<file path="src/rtl/ascon_tag_verify.sv">
// ascon_tag_verify: recomputes the ASCON tag via iterative p12 and checks it against the received tag.
// Latency: accept at cycle N -> out_valid at cycle N + 12/UNROLL + 1.
// Backpressure: out_ready low holds DONE (and the verdict) indefinitely; no new bundle is taken until release.
// Optional debug build: define ASCON_TAG_VERIFY_DEBUG_EN to expose tag_calc and round_cnt.
module ascon_tag_verify #(
   parameter int UNROLL = 1
) (
   input  logic         clk,
   input  logic         rst,
   input  logic         in_valid,
   output logic         in_ready,
   input  logic [127:0] key,
   input  logic [63:0]  x0_i,
   input  logic [63:0]  x1_i,
   input  logic [63:0]  x2_i,
   input  logic [63:0]  x3_i,
   input  logic [63:0]  x4_i,
   input  logic [127:0] tag_rx,
   output logic         out_valid,
   input  logic         out_ready,
   output logic         tag_ok
`ifdef ASCON_TAG_VERIFY_DEBUG_EN
   ,
   output logic [127:0] tag_calc,
   output logic [3:0]   round_cnt
`endif
);

   // Only divisors of 12 let the round counter land exactly on 12.
   if (!(UNROLL == 1 || UNROLL == 2 || UNROLL == 3 ||
         UNROLL == 4 || UNROLL == 6 || UNROLL == 12)) begin : g_bad_unroll
      $error("ascon_tag_verify: UNROLL must be one of 1,2,3,4,6,12");
   end

   typedef struct packed {
      logic [63:0] x0;
      logic [63:0] x1;
      logic [63:0] x2;
      logic [63:0] x3;
      logic [63:0] x4;
   } ascon_st_t;

   typedef enum logic [1:0] {
      IDLE = 2'd0,
      PERM = 2'd1,
      DONE = 2'd2
   } fsm_e;

   // One ASCON round: constant add, bitsliced S-box, linear diffusion.
   function automatic ascon_st_t ascon_round(input ascon_st_t s, input logic [3:0] r);
      ascon_st_t a;
      logic [63:0] t0, t1, t2, t3, t4;
      a = s;
      a.x2 = a.x2 ^ {56'd0, (4'hF - r), r};
      a.x0 = a.x0 ^ a.x4;
      a.x4 = a.x4 ^ a.x3;
      a.x2 = a.x2 ^ a.x1;
      t0 = ~a.x0 & a.x1;
      t1 = ~a.x1 & a.x2;
      t2 = ~a.x2 & a.x3;
      t3 = ~a.x3 & a.x4;
      t4 = ~a.x4 & a.x0;
      a.x0 = a.x0 ^ t1;
      a.x1 = a.x1 ^ t2;
      a.x2 = a.x2 ^ t3;
      a.x3 = a.x3 ^ t4;
      a.x4 = a.x4 ^ t0;
      a.x1 = a.x1 ^ a.x0;
      a.x0 = a.x0 ^ a.x4;
      a.x3 = a.x3 ^ a.x2;
      a.x2 = ~a.x2;
      ascon_round.x0 = a.x0 ^ {a.x0[18:0], a.x0[63:19]} ^ {a.x0[27:0], a.x0[63:28]};
      ascon_round.x1 = a.x1 ^ {a.x1[60:0], a.x1[63:61]} ^ {a.x1[38:0], a.x1[63:39]};
      ascon_round.x2 = a.x2 ^ {a.x2[0],    a.x2[63:1]}  ^ {a.x2[5:0],  a.x2[63:6]};
      ascon_round.x3 = a.x3 ^ {a.x3[9:0],  a.x3[63:10]} ^ {a.x3[16:0], a.x3[63:17]};
      ascon_round.x4 = a.x4 ^ {a.x4[6:0],  a.x4[63:7]}  ^ {a.x4[40:0], a.x4[63:41]};
   endfunction

   fsm_e         state_q, state_d;
   logic [3:0]   rc_q, rc_d;
   ascon_st_t    st_q, st_d;
   logic [127:0] key_q, key_d;
   logic [127:0] tag_q, tag_d;
   logic         tag_ok_q, tag_ok_d;

   ascon_st_t    perm_st;
   logic [127:0] calc_nxt;
   logic         last_step;

   // UNROLL chained rounds starting at the current round counter.
   always_comb begin
      perm_st = st_q;
      for (int k = 0; k < UNROLL; k++) begin
         perm_st = ascon_round(perm_st, rc_q + 4'(k));
      end
      calc_nxt  = {perm_st.x4 ^ key_q[63:0], perm_st.x3 ^ key_q[127:64]};
      last_step = ((rc_q + 4'(UNROLL)) == 4'd12);
   end

   // Next-state and datapath update for the IDLE/PERM/DONE controller.
   always_comb begin
      state_d  = state_q;
      rc_d     = rc_q;
      st_d     = st_q;
      key_d    = key_q;
      tag_d    = tag_q;
      tag_ok_d = tag_ok_q;
      case (state_q)
         IDLE: begin
            if (in_valid) begin
               key_d   = key;
               tag_d   = tag_rx;
               st_d.x0 = x0_i;
               st_d.x1 = x1_i;
               st_d.x2 = x2_i ^ key[127:64];
               st_d.x3 = x3_i ^ key[63:0];
               st_d.x4 = x4_i;
               rc_d    = 4'd0;
               state_d = PERM;
            end
         end
         PERM: begin
            st_d = perm_st;
            rc_d = rc_q + 4'(UNROLL);
            if (last_step) begin
               // Full-width XOR then OR-reduce: no data-dependent early exit.
               tag_ok_d = ~|(calc_nxt ^ tag_q);
               state_d  = DONE;
            end
         end
         DONE: begin
            if (out_ready) begin
               tag_ok_d = 1'b0;
               state_d  = IDLE;
            end
         end
         default: begin
            state_d  = IDLE;
            tag_ok_d = 1'b0;
         end
      endcase
   end

   // State registers with synchronous reset.
   always_ff @(posedge clk) begin
      if (rst) begin
         state_q  <= IDLE;
         rc_q     <= 4'd0;
         st_q     <= '0;
         key_q    <= '0;
         tag_q    <= '0;
         tag_ok_q <= 1'b0;
      end else begin
         state_q  <= state_d;
         rc_q     <= rc_d;
         st_q     <= st_d;
         key_q    <= key_d;
         tag_q    <= tag_d;
         tag_ok_q <= tag_ok_d;
      end
   end

   assign in_ready  = (state_q == IDLE);
   assign out_valid = (state_q == DONE);
   assign tag_ok    = tag_ok_q;

`ifdef ASCON_TAG_VERIFY_DEBUG_EN
   // Recomputed tag is only visible while the verdict is being presented.
   always_comb begin
      tag_calc = '0;
      if (state_q == DONE) begin
         tag_calc = {st_q.x4 ^ key_q[63:0], st_q.x3 ^ key_q[127:64]};
      end
   end
   assign round_cnt = rc_q;
`endif

endmodule

</file>
<file path="config.mk">
export PLATFORM = sky130hd
export DESIGN_NAME = ascon_tag_verify
export DESIGN_NICKNAME = d
export VERILOG_FILES = /design/src/rtl/ascon_tag_verify.sv
export SDC_FILE = /design/constraint.sdc
export NUM_CORES = 2
export LEC_CHECK = 0
export CAP_MARGIN = 20
export CORE_ASPECT_RATIO = 1.1
export CORE_MARGIN = 4
export CORE_UTILIZATION = 45
export CTS_BUF_LIST = sky130_fd_sc_hd__clkbuf_4 sky130_fd_sc_hd__clkbuf_8
export DETAILED_ROUTE_END_ITERATION = 10
export DONT_BUFFER_PORTS = 1
export PLACE_DENSITY_LB_ADDON = 0.15
export RECOVER_POWER = 50
export SLEW_MARGIN = 20
export SYNTH_ARGS = -nofsm -noshare
export SYNTH_HDL_FRONTEND = slang
export SYNTH_SLANG_ARGS = --single-unit
</file>
<file path="constraint.sdc">
create_clock -name clk -period 4.81 [get_ports clk]
set_input_delay 0.962 -clock clk [delete_from_list [all_inputs] [get_ports clk]]
set_output_delay 0.962 -clock clk [all_outputs]
set_load 0.03 [all_outputs]
</file>
== Yosys cells after proc, flatten, opt, wreduce, memory -nomap -nowiden ==
Cells that the tools add are included.
W data, S select, Z words.
Cells by class
  add/sub/neg operators: 2
  $mul: 0
  divide/modulo/power cells: 0
  order comparisons: 0
  equality and inequality tests: 6
  shift operators: 0
  multiplexer cells: 11
  bitwise logic cells: 39
  reductions and logical operators: 8
Operators by type and width (count)
  $xor A64 B64 Y64: 25
  $pmux W320 S2: 1
  $not A64 Y64: 6
  $and A64 B64 Y64: 5
  $mux W320: 1
  $reduce_or A128 Y1: 1
  $xor A128 B128 Y128: 1
  $xor A64 B8 Y64: 1
  $pmux W4 S2: 1
  $mux W2: 3
  $pmux W2 S3: 1
  $reduce_and A3 Y1: 2
  $add A4 B1 Y4 const B: 1
  $eq A4 B4 Y1 const B: 1
  $mux W4: 1
  $ne A2 B2 Y1 const B: 2
  $reduce_and A2 Y1: 2
  $sub A4 B4 Y4 const A: 1
  $pmux W1 S3: 1
  $eq A2 B1 Y1 const B: 1
  $eq A2 B2 Y1 const B: 1
  $logic_not A2 Y1: 1
  $mux W1: 2
  $ne A2 B1 Y1 const B: 1
  other kinds (3): 3
Word-level totals
  register bits after elaboration: 583
  bits in latches: 0
  bits in writable memories: 0
  memory bits (read-only): 0
  output and inout port bits: 3
  logic and storage cells: 76
  memories kept: 0

== Depth between registers and ports, before layout ==
  depth in word-level cells: 13
  mapped depth: 13

== Worst setup path after synthesis ==
No wires, ideal clock.
  kind: reg2reg
  from: reg rc_q[3]
  to: reg tag_ok_q (netlist: tag_ok)
  setup time: 70 ps
  arrival: 3597 ps
  required time: 4740 ps
  slack: 1142 ps
  stages on the path, launching flop included: 13
  path buffers: 0
  clock period less this slack: 3668 ps
  cells stage by stage: dfxtp_1 -> xnor2_1 -> ha_1 -> xnor2_1 -> xnor2_2 -> xnor2_1 -> xnor2_1 -> o22ai_1 -> or4b_1 -> nor4_1 -> nand4_1 -> or4_1 -> a21oi_1
Between the ends
  cells in the longest elaborated chain, start to end: 13
Ends and longest elaborated chain
  start, declared: line 80  | logic [3:0] rc_q, rc_d;
  start signal, assigned: line 155  | rc_q <= rc_d;
  $sub A4 B4 Y4: line 54  | a.x2 = a.x2 ^ {56'd0, (4'hF - r), r};
  $xor A64 B8 Y64: line 54
  $xor A64 B64 Y64: line 57  | a.x2 = a.x2 ^ a.x1;
  $xor A64 B64 Y64: line 65  | a.x2 = a.x2 ^ t3;
  $xor A64 B64 Y64: line 70  | a.x3 = a.x3 ^ a.x2;
  $xor A64 B64 Y64 (2 in series): line 75  | ascon_round.x3 = a.x3 ^ {a.x3[9:0], a.x3[63:10]} ^ {a.x3[16:0], a.x3[63:17]};
  $xor A64 B64 Y64: line 96  | calc_nxt = {perm_st.x4 ^ key_q[63:0], perm_st.x3 ^ key_q[127:64]};
  $xor A128 B128 Y128: line 127  | tag_ok_d = ~|(calc_nxt ^ tag_q);
  $reduce_or A128 Y1: line 127
  $logic_not A1 Y1: line 127
  $mux W1: line 125  | if (last_step) begin
  $pmux W1 S3: line 108  | case (state_q)
  end signal, assigned: line 159  | tag_ok_q <= tag_ok_d;
  end, declared: line 84  | logic tag_ok_q, tag_ok_d;
Parallel ways exist; a longest one is shown, timed or not. The select of a mux whose other input is x is not followed.
A chain may end at the register's enable or synchronous reset.

== Final worst setup path ==
  from: reg st_q[237] (netlist bit)
  to: reg tag_ok_q (netlist: tag_ok)
Between the ends
  cells in the longest elaborated chain, start to end: 11
Ends and longest elaborated chain
  start, declared: line 81  | ascon_st_t st_q, st_d;
  start signal, assigned: line 156  | st_q <= st_d;
  $xor A64 B64 Y64: line 57
  $xor A64 B64 Y64: line 65
  $xor A64 B64 Y64: line 70
  $xor A64 B64 Y64 (2 in series): line 75
  $xor A64 B64 Y64: line 96
  $xor A128 B128 Y128 (*): line 127
  $reduce_or A128 Y1 (*): line 127
  $logic_not A1 Y1 (*): line 127
  $mux W1 (*): line 125
  $pmux W1 S3 (*): line 108
Mark *: on every way between the ends. The rest lies on a longest branch, timed or not. The select of a mux whose other input is x is not followed.

==> flow_summary.ini <==
[clock_network]
cts_buffer_depth = 3
ctsRootBufferMaster = clkbuf_8
ctsHoldBuffers = 0
cts_inserted_buffers = 105
clock_latency_ns = 0.84
post_cts_buffers = 0
cts_resized = 0
cts_sinks = 583
htreeDepth = 3
cts.clk_slew.worst_paths_ns = 0.08
cts_tree = built

[drt]
wire_per_inst_microns = 37.4
drc_errors = 0
totalWireLength_microns = 252000
final_antenna_net_count = 0
num_vias = 41900
drt_iter0_drc = 6181
viasPerCell = 6.23
firstDrtPassIters = 6

[synth]
synth.avg_cell_area_sq_um = 8.30
netlist_area_sq_um = 43300
syn-num-nets = 5930
ys_seq_area_share_pct = 27.0
postSynth.asyncResetShare_pct = 0
synth_cells = 5220
synthAdderAreaFrac_pct = 5.24
synth_xor_area_share_pct = 32.4
yosys_warnings = 0
synth_top_family_by_area = XOR/XNOR gates
synthDistinctLibCells = 81
synthMuxAreaShare_pct = 1.99
yosys.area_share.simple_pct = 15.2
synth_ff_type = dfxtp_1
synth-compound-area-share_pct = 13.8
synth_seq_cells = 583
synth-edff-count = 0

[status]
violations = max-capacitance violations, max-slew violations
status = complete, but fails checks

[global_route]
grt_pass1_wl_microns = 331000
grt_max_degree = 584
grt_pass1_vias = 38900
grt.total_usage_pct = 47.4
overflow = 0
antenna_found_initial = 19

[timing]
tightest_slew_ns = 2.45
finalSetupTns_ns = 0
rsz0062_at_grt = false
relSlewSlack_pct = -63.4
min_period_over_period_pct = 97.5
fmax_ghz = 0.213
slew_viol_final = 75
finClkSkew_ns = 0.0463
post-route-min-period_ns = 4.69
setup_viol = 0
finalHoldViolCount = 0

[layout]
design_area_sq_um = 48800
area_delta_synth_final_pct = 12.7
nets = 6083
drive_above_1_share_pct = 12.3
fillers = 9571

[setup_path]
critPathCaptureType = flip-flop
required_ns = 5.57
worstReg2RegStart = st_q[237]$_SDFFE_PP0P_
reg2regPathDepth = 14
worstSetupPathType = flip-flop to flip-flop
cp-start-kind = flip-flop
critPathMaxFanout = 4
crit_path_start = st_q[237]$_SDFFE_PP0P_
crit_arrival_ns = 5.45

[hold_path]
hold_class = primary input to flip-flop
hp-start = rst
hold_depth = 1

[die]
ios = 583
die_x_microns = 304
start_util_pct = 45.3
fp.dieArea_sq_um = 101000
rows = 119
coreArea_sq_um = 95600
die-height_microns = 333

[place]
port_buffers = 0
gp_congestion = 1.12
place_area_sq_um = 46500
post-dp-hpwl_microns = 209000

[job]
cap_violations = 2
cell families after synthesis:
group / after synthesis
xor+xnor: 1386
flops: 583
fa+ha+maj: 193
simple gates: 1590
compound gates: 863
buf+inv: 520
mux: 85
synth_stat cells (all sizes together) (8+ instances only):
master | instances | area [sq um]
a21oi | 309 | 1550
xor2 | 351 | 3210
buf | 24 | 91.3
o21ai | 29 | 145
nand3b | 13 | 97.6
nor4 | 25 | 156
nor3 | 42 | 210
nor2b | 12 | 75.1
mux2i | 77 | 771
xnor2 | 990 | 9770
o22ai | 25 | 156
a2111oi | 18 | 158
clkbuf | 240 | 901
nand2 | 939 | 3520
xor3 | 11 | 262
mux2 | 8 | 90.1
xnor3 | 34 | 766
a221oi | 29 | 254
nand3 | 22 | 110
dfxtp | 583 | 11700
ha | 130 | 1630
nor4b | 12 | 105
o2bb2ai | 8 | 70.1
nand2b | 11 | 68.8
nor3b | 12 | 90.1
a311oi | 165 | 1450
inv | 256 | 961
nor2 | 438 | 1670
maj3 | 63 | 642
a22oi | 24 | 180
o32ai | 9 | 78.8
o211ai | 8 | 60.1
a211oi | 181 | 1360
or4 | 9 | 67.6
nand4 | 17 | 106
critical path, stage by stage, from the launching register on:
cell and delay (ns):
dfxtp_1 0.43, inv_1 0.09, ha_1 0.29, xnor2_1 0.67, xnor2_2 0.36, xnor3_1 0.33
and3_1 0.26, a2111oi_0 0.54, buf_4 0.23, nand4_1 0.08, nor4_1 0.35, buf_4 0.18
nand4_1 0.09, or4_1 0.55, a21oi_1 0.15
placed cells by master (no fill, tap or decap), types with 17 or more instances in the layout:
master       n
xnor2_2    106
inv_1      249
o22ai_1     25
ha_1       130
xnor2_4     22
a311oi_1   165
xnor3_1     34
nor3_1      42
xor2_1     333
o21ai_0     27
buf_4      282
a21oi_1    309
clkbuf_4    38
xor2_2      17
mux2i_1     77
a221oi_1    29
nand3_1     22
xnor2_1    862
nand2_1    939
nor4_1      25
a22oi_1     24
maj3_1      54
a211oi_1   181
nor2_1     429
nand4_1     17
dfxtp_1    583
a2111oi_0   17
clkbuf_8   133
metrics by stage:
| step | worst slack, ns | util (%) | std cells | hold slack, ns |
|---|---|---|---|---|
| after floorplan | 1.14 | - | 5220 | 0.436 |
| after global placement | 0.350 | 48.6 | 6534 | 0.447 |
| after detailed placement | 0.259 | 48.6 | 6535 | 0.454 |
| after CTS | 0.220 | 51.1 | 6721 | 0.210 |
| after global routing | 0.00152 | 51.0 | 6725 | 0.233 |
| final | 0.122 | 51.0 | 6735 | 0.229 |
flip-flops by register name, indices dropped and copies added (netlist names):
signal	flops
tag_ok	1
st_q	320
key_q	128
tag_q	128
state_q	2
rc_q	4
metal layers:
layer / share of wire [%] / GRT usage [%] / wire [microns] / vias up
li1: - / - / - / 17800
met1: 38 / 59.9 / 95200 / 20400
met2: 41 / 69.8 / 105000 / 2960
met3: 11 / 11.4 / 27900 / 765
met4: 9.7 / 36.5 / 24400 / 8
met5: 0.021 / 0 / 52 / -
final timing paths:
| check | to | slack [ns] |
|---|---|---|
| hold / removal | tag_q[88]$_SDFFE_PP0P_ | 0.23 |
| hold reg to reg | tag_q[88]$_SDFFE_PP0P_ | 0.46 |
| setup reg to reg | tag_ok$_SDFFE_PP0P_ | 0.12 |
| setup / recovery | tag_ok$_SDFFE_PP0P_ | 0.12 |
final cells by class:
type	instances	area, sq um	share of cell area (%)
clock inverters	16	223	0.456
diodes	13	32.5	0.0667
flip-flops and latches	583	11700	23.9
multi-input cells	4117	29800	61.1
repair buffers	310	2380	4.88
clock buffers	170	2110	4.32
inverters	256	961	1.97
well taps	1270	1590	3.26
Power is not shown: default switching activity piles up to over one toggle a cycle in this logic, so the estimate is an artifact.
